$ cat config.mk
export PLATFORM = sky130hd
export DESIGN_NAME = fanout_release_sequencer_flat
export DESIGN_NICKNAME = d
export VERILOG_FILES = /design/src/rtl/fanout_release_sequencer_if.sv /design/src/rtl/fanout_release_sequencer.sv /design/src/flat_wrapper.sv
export SDC_FILE = /design/constraint.sdc
export NUM_CORES = 1
export LEC_CHECK = 0
export CAP_MARGIN = 10
export CORE_MARGIN = 2
export CORE_UTILIZATION = 55
export DETAILED_ROUTE_END_ITERATION = 10
export PLACE_DENSITY = 0.76
export SETUP_SLACK_MARGIN = 0.4
export SLEW_MARGIN = 40
export SYNTH_ARGS = -nofsm -noshare
export SYNTH_HDL_FRONTEND = slang
export SYNTH_SLANG_ARGS = --single-unit
export TNS_END_PERCENT = 20
$ cat constraint.sdc
create_clock -name clock -period 4.4 [get_ports clock]
set_input_delay 0.66 -clock clock [delete_from_list [all_inputs] [get_ports clock]]
set_output_delay 0.66 -clock clock [all_outputs]
set_load 0.05 [all_outputs]
$ cat src/rtl/fanout_release_sequencer_if.sv
// Request/acknowledge/status bundle for the fanout release sequencer.
// slave is the sequencer side, master the controller/consumer side.
interface fanout_release_sequencer_if;
    logic in_req;
    logic ack_0;
    logic ack_1;
    logic err_clr;
    logic out_0;
    logic out_1;
    logic busy;
    logic err;

    modport slave (
        input  in_req,
        input  ack_0,
        input  ack_1,
        input  err_clr,
        output out_0,
        output out_1,
        output busy,
        output err
    );

    modport master (
        output in_req,
        output ack_0,
        output ack_1,
        output err_clr,
        input  out_0,
        input  out_1,
        input  busy,
        input  err
    );
endinterface

$ cat src/rtl/fanout_release_sequencer.sv
// Ordered, acknowledged enable/release of two consumers from one
// asynchronous request: up is out_0 then out_1, down is the reverse.
module fanout_release_sequencer #(
    parameter int SYNC_STAGES = 2,
    parameter int FILTER      = 4,
    parameter int GAP         = 8,
    parameter int TIMEOUT     = 64
) (
    input  logic clock,
    input  logic reset,
    fanout_release_sequencer_if.slave bus
);

    localparam int MAXC = (GAP > TIMEOUT) ? GAP : TIMEOUT;
    localparam int CW   = $clog2(MAXC + 1);
    localparam int FW   = (FILTER > 1) ? $clog2(FILTER) : 1;

    typedef enum logic [2:0] {
        IDLE,
        RISE0,
        GAP_UP,
        RISE1,
        ON,
        FALL1,
        GAP_DN,
        FALL0
    } state_t;

    logic [SYNC_STAGES-1:0] r_sync;
    logic [FW-1:0]          r_fcnt;
    logic                   r_f;
    state_t                 r_state;
    logic [CW-1:0]          r_cnt;
    logic                   r_first;
    logic                   r_out_0;
    logic                   r_out_1;
    logic                   r_busy;
    logic                   r_err;

    logic   w_s;
    state_t w_next;
    logic   w_tmo;
    logic   w_gap_done;
    logic   w_tmo_hit;
    logic   w_wait;

    assign w_s = r_sync[SYNC_STAGES-1];

    always_ff @(posedge clock or negedge reset) begin
        if (!reset) begin
            r_sync <= '0;
            r_fcnt <= '0;
            r_f    <= 1'b0;
        end else begin
            r_sync <= {r_sync[SYNC_STAGES-2:0], bus.in_req};
            if (w_s != r_f) begin
                if (r_fcnt == FW'(FILTER - 1)) begin
                    r_f    <= w_s;
                    r_fcnt <= '0;
                end else begin
                    r_fcnt <= r_fcnt + FW'(1);
                end
            end else begin
                r_fcnt <= '0;
            end
        end
    end

    // The counter is held clear for the first cycle of each state.
    assign w_gap_done = !r_first && (r_cnt == CW'(GAP - 1));
    assign w_tmo_hit  = !r_first && (r_cnt == CW'(TIMEOUT - 1));
    assign w_wait     = (r_state != IDLE) && (r_state != ON);

    always_comb begin
        w_next = r_state;
        w_tmo  = 1'b0;
        unique case (r_state)
            IDLE: begin
                if (r_f) w_next = RISE0;
            end
            RISE0: begin
                if (!r_f) begin
                    w_next = FALL0;
                end else if (bus.ack_0) begin
                    w_next = GAP_UP;
                end else if (w_tmo_hit) begin
                    w_next = GAP_UP;
                    w_tmo  = 1'b1;
                end
            end
            GAP_UP: begin
                if (!r_f)            w_next = FALL0;
                else if (w_gap_done) w_next = RISE1;
            end
            RISE1: begin
                if (!r_f) begin
                    w_next = FALL1;
                end else if (bus.ack_1) begin
                    w_next = ON;
                end else if (w_tmo_hit) begin
                    w_next = ON;
                    w_tmo  = 1'b1;
                end
            end
            ON: begin
                if (!r_f) w_next = FALL1;
            end
            FALL1: begin
                if (!bus.ack_1) begin
                    w_next = GAP_DN;
                end else if (w_tmo_hit) begin
                    w_next = GAP_DN;
                    w_tmo  = 1'b1;
                end
            end
            GAP_DN: begin
                if (w_gap_done) w_next = FALL0;
            end
            FALL0: begin
                if (!bus.ack_0) begin
                    w_next = IDLE;
                end else if (w_tmo_hit) begin
                    w_next = IDLE;
                    w_tmo  = 1'b1;
                end
            end
            default: w_next = IDLE;
        endcase
    end

    always_ff @(posedge clock or negedge reset) begin
        if (!reset) begin
            r_state <= IDLE;
            r_cnt   <= '0;
            r_first <= 1'b1;
            r_out_0 <= 1'b0;
            r_out_1 <= 1'b0;
            r_busy  <= 1'b0;
            r_err   <= 1'b0;
        end else begin
            r_state <= w_next;
            if (w_next != r_state) begin
                r_cnt   <= '0;
                r_first <= 1'b1;
            end else if (r_first) begin
                r_first <= 1'b0;
            end else if (w_wait) begin
                r_cnt <= r_cnt + CW'(1);
            end
            r_out_0 <= (w_next != IDLE) && (w_next != FALL0);
            r_out_1 <= (w_next == RISE1) || (w_next == ON);
            r_busy  <= (w_next != IDLE) && (w_next != ON);
            if (w_tmo)            r_err <= 1'b1;
            else if (bus.err_clr) r_err <= 1'b0;
        end
    end

    assign bus.out_0 = r_out_0;
    assign bus.out_1 = r_out_1;
    assign bus.busy  = r_busy;
    assign bus.err   = r_err;

endmodule

$ cat src/flat_wrapper.sv
// flat-port wrapper written by rule: the top's interface ports become plain ports
module fanout_release_sequencer_flat 
#(
    parameter int SYNC_STAGES = 2,
    parameter int FILTER      = 4,
    parameter int GAP         = 8,
    parameter int TIMEOUT     = 64
)
  (clock, reset, bus_in_req, bus_ack_0, bus_ack_1, bus_err_clr, bus_out_0, bus_out_1, bus_busy, bus_err);
  fanout_release_sequencer_if bus_i ();
  input  logic clock;
  input  logic reset;
  input wire logic [$bits(bus_i.in_req)-1:0] bus_in_req;
  input wire logic [$bits(bus_i.ack_0)-1:0] bus_ack_0;
  input wire logic [$bits(bus_i.ack_1)-1:0] bus_ack_1;
  input wire logic [$bits(bus_i.err_clr)-1:0] bus_err_clr;
  output wire logic [$bits(bus_i.out_0)-1:0] bus_out_0;
  output wire logic [$bits(bus_i.out_1)-1:0] bus_out_1;
  output wire logic [$bits(bus_i.busy)-1:0] bus_busy;
  output wire logic [$bits(bus_i.err)-1:0] bus_err;
  assign bus_i.in_req = bus_in_req;
  assign bus_i.ack_0 = bus_ack_0;
  assign bus_i.ack_1 = bus_ack_1;
  assign bus_i.err_clr = bus_err_clr;
  assign bus_out_0 = bus_i.out_0;
  assign bus_out_1 = bus_i.out_1;
  assign bus_busy = bus_i.busy;
  assign bus_err = bus_i.err;
  fanout_release_sequencer #(.SYNC_STAGES(SYNC_STAGES), .FILTER(FILTER), .GAP(GAP), .TIMEOUT(TIMEOUT)) u_core (.clock(clock), .reset(reset), .bus(bus_i));
endmodule
---- Yosys cells after proc, flatten, opt, wreduce, memory -nomap -nowiden ----
Cells that the tools add are included.
operators by class
  equal/unequal tests ..................... 18
  reductions and logical operators ........ 14
  multiplexer cells ....................... 32
  add/sub/neg operators ................... 2
operators by type and width
  cell                   number
  $mux W3                15
  $pmux W3 S8            1
  $mux W7                3
  $eq A3 B3 Y1 const B   5
  $mux W1                10
  $eq A3 B2 Y1 const B   3
  $ne A3 B3 Y1 const B   3
  $add A7 B1 Y7 const B  1
  $eq A7 B3 Y1 const B   1
  $eq A7 B6 Y1 const B   1
  $reduce_bool A3 Y1     2
  $logic_and A1 B1 Y1    5
  $mux W2                2
  $pmux W1 S4            1
  $reduce_and A2 Y1      2
  $reduce_bool A2 Y1     2
  $eq A3 B1 Y1 const B   1
  $logic_not A3 Y1       1
  $ne A3 B3 Y1           1
  $add A2 B1 Y2 const B  1
  $eq A2 B2 Y1 const B   1
  $ne A2 B2 Y1 const B   1
  $logic_not A1 Y1       1
  $logic_or A1 B1 Y1     1
  $ne A1 B1 Y1           1
storage, ports and cells
  input port bits ......................... 6
  word-level logic and storage cells ...... 76
  flip-flop bits (word level) ............. 20
  output and inout bits ................... 4

---- Longest topological paths before layout ----
Gate-level depths: netlist (run 1).
  depth in word-level cells ............... 9
  depth in mapped cells ................... 7
  gate-level depth less buffers ........... 6

---- Worst setup path before layout (run 1) ----
No wires, ideal clock.
  path type ............................... register to register
  start point ............................. reg u_core.r_cnt[0]
  end point ............................... reg u_core.r_out_0, in the netlist u_core.bus.out_0
  arrival ................................. 1.949 ns
  data required time ...................... 4.275 ns
  buffers on the path ..................... 0
  cell stages (with the launch flop) ...... 7
  period minus slack after synthesis ...... 2.074 ns
  library setup time ...................... 0.125 ns
  setup slack ............................. 2.326 ns
  cell sequence ........................... dfrtp_1 ha_1 and4bb_4 and2_4 or3b_4 a221oi_4 mux2_4
between the ends
  cells in the longest elaborated chain, start to end .. 8
  elaborated cells between the ends (all ways) .. 21
  those cells by class .................... eq/ne: 3; mux: 14; reduce/logical: 4
ends and longest elaborated chain
  element                                             RTL line                                                         RTL
  from (decl)                                         fanout_release_sequencer.sv:33                                   logic [CW-1:0] r_cnt;
  from (signal assigned)                              fanout_release_sequencer.sv:148                                  r_cnt <= r_cnt + CW'(1);
  $eq A7 B6 Y1                                        fanout_release_sequencer.sv:71                                   assign w_tmo_hit = !r_first && (r_cnt == CW'(TIMEOUT - 1));
  $logic_and A1 B1 Y1                                 fanout_release_sequencer.sv:71
  $mux W3 (on tied branches)                          fanout_release_sequencer.sv:100, fanout_release_sequencer.sv:86
  $mux W3 (on tied branches)                          fanout_release_sequencer.sv:98, fanout_release_sequencer.sv:84
  $mux W3 (on tied branches)                          fanout_release_sequencer.sv:96, fanout_release_sequencer.sv:82
  $pmux W3 S8 *                                       fanout_release_sequencer.sv:77                                   unique case (r_state)
  $ne A3 B3 Y1 or $reduce_bool A3 Y1 (tied branches)  fanout_release_sequencer.sv:150                                  r_out_0 <= (w_next != IDLE) && (w_next != FALL0);
  $logic_and A1 B1 Y1 *                               fanout_release_sequencer.sv:150
  to (signal assigned)                                fanout_release_sequencer.sv:150
  to (decl)                                           fanout_release_sequencer.sv:35                                   logic r_out_0;
Mark *: on every way between the ends. The rest lies on a longest branch, timed or not.
A chain may end at the register's enable or synchronous reset.

---- Worst setup path in the final report (run 1) ----
  start point ............................. in bus_ack_0
  end point ............................... reg u_core.r_out_0, in the netlist u_core.bus.out_0
between the ends
  cells in the longest elaborated chain, start to end .. 5
  elaborated cells between the ends (all ways) .. 7
  those cells by class .................... eq/ne: 1; mux: 4; reduce/logical: 2
ends and longest elaborated chain
  element                                             RTL line                         RTL
  from (decl)                                         flat_wrapper.sv:14               input wire logic [$bits(bus_i.ack_0)-1:0] bus_ack_0;
  $mux W3                                             fanout_release_sequencer.sv:84   end else if (bus.ack_0) begin
  $mux W3                                             fanout_release_sequencer.sv:82   if (!r_f) begin
  $pmux W3 S8 *                                       fanout_release_sequencer.sv:77
  via u_core.w_next[1]                                fanout_release_sequencer.sv:41   state_t w_next;
  $ne A3 B3 Y1 or $reduce_bool A3 Y1 (tied branches)  fanout_release_sequencer.sv:150
  $logic_and A1 B1 Y1 *                               fanout_release_sequencer.sv:150
Mark *: on every way through the listed nets, which the timed path passes. The rest lies on a longest branch.

==> results of run 1 <==
[cells by family (layout without fill, tap and decap cells)]
group           after synthesis  after routing  synth area share (%)
compound gates               19             19                  15.7
xor+xnor                      8              8                  6.01
fa+ha+maj                     3              3                  3.00
buf+inv                      11             18                  5.90
flops                        20             20                  43.0
mux                           8              8                  7.51
simple gates                 40             40                  18.9
[how the worst min path moves through the flow]
stage / startpoint / end
finish: reset / u_core.r_fcnt[0]
global route: reset / u_core.bus.out_0
CTS: u_core.r_sync[0] / u_core.r_sync[1]
detailed placement: u_core.r_sync[0] / u_core.r_sync[1]
global placement: u_core.r_sync[0] / u_core.r_sync[1]
floorplan: u_core.r_sync[0] / u_core.r_sync[1]
[registers in the layout, indices dropped and copies added, names as in the netlist]
signal and flops:
u_core.bus.busy 1, u_core.bus.err 1, u_core.bus.out_0 1, u_core.bus.out_1 1, u_core.r_cnt 7, u_core.r_f 1, u_core.r_fcnt 2, u_core.r_first 1
u_core.r_state 3, u_core.r_sync 2
[routing by layer]
| metal | vias up | share of wire [%] |
|---|---|---|
| met3 | 2 | 2.3 |
| met1 | 403 | 48 |
| met4 | 0 | 1.5 |
| li1 | 399 | - |
| met5 | - | 0 |
| met2 | 10 | 48 |
[report_power, final]
| part | switching, W | total [W] | internal [W] |
|---|---|---|---|
| sequential | 0.0000768 | 0.000316 | 0.000239 |
| combinational | 0.000222 | 0.000436 | 0.000214 |
| clock | 0.0000553 | 0.000147 | 0.0000921 |
[cells in the mapped netlist (2+ instances only)]
| library cell | instances |
|---|---|
| mux2_2 | 2 |
| buf_6 | 3 |
| mux2i_1 | 5 |
| inv_1 | 5 |
| a21oi_1 | 2 |
| nand2_1 | 7 |
| ha_1 | 2 |
| xor2_1 | 5 |
| nor2_1 | 16 |
| o22ai_1 | 2 |
| dfrtp_1 | 19 |
| xnor2_1 | 3 |
| nand3_1 | 2 |
| a221oi_1 | 2 |
| nand4_1 | 3 |
[through the flow]
step / instances / power [W] / cell area [um2] / worst slack, ps / hold slack (ps)
final: 143 / 0.000900 / 1290 / 2170 / 270
after global routing: 143 / 0.000965 / 1290 / 2140 / 296
after global placement: 139 / 0.000749 / 1240 / 1900 / 341
after floorplan: 109 / 0.000709 / 1170 / 2330 / 331
after CTS: 143 / 0.000909 / 1290 / 2200 / 377
after detailed placement: 139 / 0.000761 / 1240 / 1880 / 350
[area by class of cell]
class                           count  area (um2)
Fill cell                         157         694
Multi-Input combinational cell     78         596
Sequential cell                    20         502
Timing Repair Buffer                9        85.1
Tap cell                           27        33.8
Clock inverter                      1        30.0
Clock buffer                        3        22.5
Inverter                            5        18.8
==> qor.yml, run 1 <==
grt_max_degree: 21
finalSetupTns_ps: 0
drv_cap: 0
cts_resized: 0
worstSkewPairLatency_ps: 300
min_period_ps: 2230
use_met2_pct: 25.2
clk_path_buf_depth: 2
cts_tree: "yes"
grt_usage_pct: 16.5
layout_commonest_cell: "dfrtp_1"
diodes: 0
clk_pin_slew_worst_paths_ps: 110
synthesis.area_um2: 1170
synth_area_leader_cell: "dfrtp_1"
ys.flop_type: "dfrtp_1"
syn_avg_cell_area_um2: 10.7
power.leakage_nw: 0.554
core_area_um2: 1980
grt_use_met1_pct: 23.7
cts_buffers: 3
slew_headroom_pct: 63.8
peakVddDrop_v: 0.000462
initial_core_util_pct: 58.8
seq_area_frac_synth_pct: 43.0
wl_per_cell_um: 12.7
post_cts_buffers: 0
synth_cells: 109
crit_slowest_cell: "clkdlybuf4s50_1"
rsz0062_at_grt: "no"
hold_class: "in2async"
antenna_found_initial: 0
cp.required_ps: 4600
critPathTopFamily: "compound AO/OA/AOI/OAI gates"
r2r_slack_ps: 2240
setup_viol: 0
drcViolationCount: 0
worstReg2RegEnd: "u_core.bus.out_0"
synth_edf_count: 0
worst-path-buf-inv: 1
wirelength_mm: 1.82
postCtsHoldBufs: 0
clock_skew_ps: 7.74
critPathKind: "in2reg"
synth_area_leaders: "dfrtp_1 41%, nor2_1 5.2%, mux2i_1 4.3%"
worstSetupEndpoint: "u_core.bus.out_0"
ys_ff_latch: 20
path_cells: "clkdlybuf4s50_1, or3b_1, a22o_1, a32o_2, o21bai_4, mux2_4"
crit_arrival_ps: 2430
grt_pass1_wl_mm: 3.20
ios: 10
fin_crit_sh_pct: 50.7
status: "finished clean"
cp.depth: 6
max_stage_delay_ps: 500
final_core_util_pct: 65.0
avgViaCountPerCell: 5.69
syn2layout_area_growth_pct: 10.4
yosysUniqueCellTypes: 46
finalHoldViolations: 0
vias: 814
tightest_slew_ps: 543
drive_gt1_share_pct: 17.2
num_rows: 16
gr-max-usage-layer: "met2"
fmax_mhz: 448
use_met3_pct: 2.12
crit_start: "bus_ack_0"
syn_nets: 117
clock_sinks: 20
drv_slew: 0
cp-start-kind: "input port"
r2r_cells: 6
firstDrtPassIters: 4
reg2reg_from: "u_core.r_cnt[0]"
die_w_um: 50.0
final_nets: 125
first_global_vias: 747
overflow: 0
powerDensity_nw_per_um2: 699
drtIter0Drc: 14
worstSetupEndpointType: "register"
gp_congestion: 0.821
postRouteAntennaNets: 0
root_buffer: "clkbuf_4"
synth_top_area_share_pct: 40.8
ys_warn_count: 0
h-tree-depth: 1
async_flop_share_pct: 100
fp.dieH_um: 50.0
dp_hpwl_mm: 1.36
layout_common_cells: "19 x dfrtp_1, 16 x nor2_1, 8 x clkdlybuf4s50_1"
die_area_um2: 2500
path_max_fanout: 6
port_buffers: 9
(Power assumes the default switching activity.)
==> run 2, diff against run 1 <==
==> constraint.sdc (replaced) <==
create_clock -name clock -period 2.25 [get_ports clock]
set_input_delay 0.3375 -clock clock [delete_from_list [all_inputs] [get_ports clock]]
set_output_delay 0.3375 -clock clock [all_outputs]
set_load 0.05 [all_outputs]
==> qor.yml, run 2 (synthesized netlist as in run 1, its figures left out) <==
final_nets: 134  # +7.2%
avgViaCountPerCell: 5.76  # +1.1%
whs_path_depth: 0
regMostFlops: "u_core.r_cnt"
wirelength_mm: 2.09  # +15%
wl_per_cell_um: 13.7  # +8.1%
drv_slew: 0  # unchanged
clock_skew_ps: 3.24  # -4.50 ps
layout_commonest_cell: "dfrtp_1"
post-place-ws_ps: 40.1  # -1840 ps
swShare_pct: 40.5  # +1.2 points
fin_crit_sh_pct: 90.0
postRouteAntennaNets: 0  # unchanged
min_period_ps: 2020
crit_arrival_ps: 2210  # -220 ps
slew_headroom_pct: 54.2  # -9.6 points
final_area_um2: 1350  # +4.6%
rsz0062_at_grt: "yes"
ios: 10  # unchanged
diodes: 0  # unchanged
layout_common_cells: "19 x dfrtp_1, 16 x nor2_1, 9 x clkdlybuf4s50_1, 9 x buf_4, 7 x nand2_1"
peakVddDrop_v: 0.000790  # +71%
drcViolationCount: 0  # unchanged
largest_reg_flops: 7  # unchanged
p_clk_share_pct: 11.5  # -4.9 points
die_area_um2: 2500  # unchanged
antenna_found_initial: 0  # unchanged
fmax_mhz: 494
worstHoldStart: "u_core.r_sync[0]"
powerDensity_nw_per_um2: 1310  # +88%
dp_hpwl_mm: 1.49  # +9.3%
cp-start-kind: "register"
r2r_slack_ps: 230  # -2010 ps
top_regs: "u_core.r_cnt x7, u_core.r_state x3"
worstSkewPairLatency_ps: 290  # about the same
gp_congestion: 0.811  # -1.2%
setup_viol: 0  # unchanged
cts_buffers: 3  # unchanged
fp.dieH_um: 50.0  # unchanged
core_area_um2: 1980  # unchanged
combPwrFrac_pct: 58.5  # +10 points
clk_pin_slew_worst_paths_ps: 110  # about the same
drive_gt1_share_pct: 23.2  # +6.0 points
hold_class: "reg2reg"
path_max_fanout: 4  # -2
num_rows: 16  # unchanged
internal_power_w: 0.00105  # +93%
first_global_vias: 832  # +11%
finalSetupTns_ps: 0  # unchanged
grt_usage_pct: 17.8  # +1.3 points
overflow: 0  # unchanged
postPlaceCellArea_um2: 1270  # +2.6%
syn2layout_area_growth_pct: 15.5
power.leakage_nw: 0.590  # +6.5%
port_buffers: 9  # unchanged
clk_path_buf_depth: 2  # unchanged
status: "finished clean"
p_switching_w: 0.000718  # +100%
vias: 875  # +7.5%
h-tree-depth: 1  # unchanged
worstReg2RegEnd: "u_core.bus.out_0"
reg2reg_from: "u_core.r_cnt[0]"
seqPwrFrac_pct: 30.0  # -5.1 points
postCtsHoldBufs: 0  # unchanged
initial_core_util_pct: 58.8  # unchanged
root_buffer: "clkbuf_4"
timing.final.ws_setup_ps: 226  # -1940 ps
cts_resized: 0  # unchanged
cts_tree: "yes"
whs_endpoint: "u_core.r_sync[1]"
drtIter0Drc: 37  # +23
tightest_slew_ps: 685  # +142 ps
r2r_cells: 6  # unchanged
worstSetupEndpointType: "register"
critPathKind: "reg2reg"
grt_max_degree: 17  # -19%
firstDrtPassIters: 4  # unchanged
clock_sinks: 20  # unchanged
num-fill-cells: 150  # -4.5%
drv_cap: 0  # unchanged
final_core_util_pct: 67.9  # +3.0 points
finalHoldViolations: 0  # unchanged
grt_pass1_wl_mm: 3.51  # +9.5%
die_w_um: 50.0  # unchanged
cp.required_ps: 2440  # -2160 ps
## run 2: critical path: stages (launching register included)
cell	delay [ps]
dfrtp_1	400
ha_2	190
and4bb_4	200
and2_4	150
or3b_4	380
a221oi_4	290
mux2_4	320
## run 2: routing by layer
| metal | vias up | track usage, % | wire (um) |
|---|---|---|---|
| met2 | 24 | 31.1 | 1020 |
| met5 | - | 0 | 0 |
| met1 | 430 | 23.6 | 964 |
| met3 | 2 | 1.82 | 88 |
| met4 | 0 | 4.17 | 14 |
| li1 | 419 | - | - |
## run 2: area by class of cell
class | count | area, um2 | share of cell area [%]
Inverter | 5 | 18.8 | 1.39
Timing Repair Buffer | 18 | 158 | 11.7
Tap cell | 27 | 33.8 | 2.51
Multi-Input combinational cell | 78 | 598 | 44.4
Clock buffer | 4 | 36.3 | 2.70
Sequential cell | 20 | 502 | 37.3
## run 2: how the worst max path moves through the flow
stage                    start                to  slack (ps)  cells past startpoint
2_1_floorplan  u_core.r_cnt[0]  u_core.bus.out_0         200                      6
3_3_place_gp         bus_ack_0  u_core.bus.out_0          80                      6
3_5_place_dp         bus_ack_0  u_core.bus.out_0          40                      6
4_1_cts        u_core.r_cnt[0]  u_core.bus.out_0         210                      6
5_1_grt        u_core.r_cnt[0]  u_core.bus.out_1         180                      7
6_report       u_core.r_cnt[0]  u_core.bus.out_0         230                      6
## run 2: stage by stage
stage | hold WS (ps) | cells | power, W
after floorplan | 41.9 | 109 | 0.00139
after global placement | 344 | 143 | 0.00151
after detailed placement | 338 | 143 | 0.00153
after CTS | 374 | 152 | 0.00177
after global routing | 377 | 152 | 0.00190
final | 375 | 152 | 0.00177
## run 2: power by group through the flow
stage	logic, W	registers, W	clock network (W)
floorplan	0.000792	0.000595	0
global placement	0.000975	0.000537	0
detailed placement	0.000991	0.000542	0
CTS	0.00103	0.000530	0.000210
global route	0.00113	0.000542	0.000225
finish	0.00104	0.000530	0.000204
## run 2: what timing repair did
| item | in CTS | in global routing |
|---|---|---|
| pin swaps | 2 | 0 |
| setup endpoints to repair | 3 | 9 |
| buffers inserted | 5 | 0 |
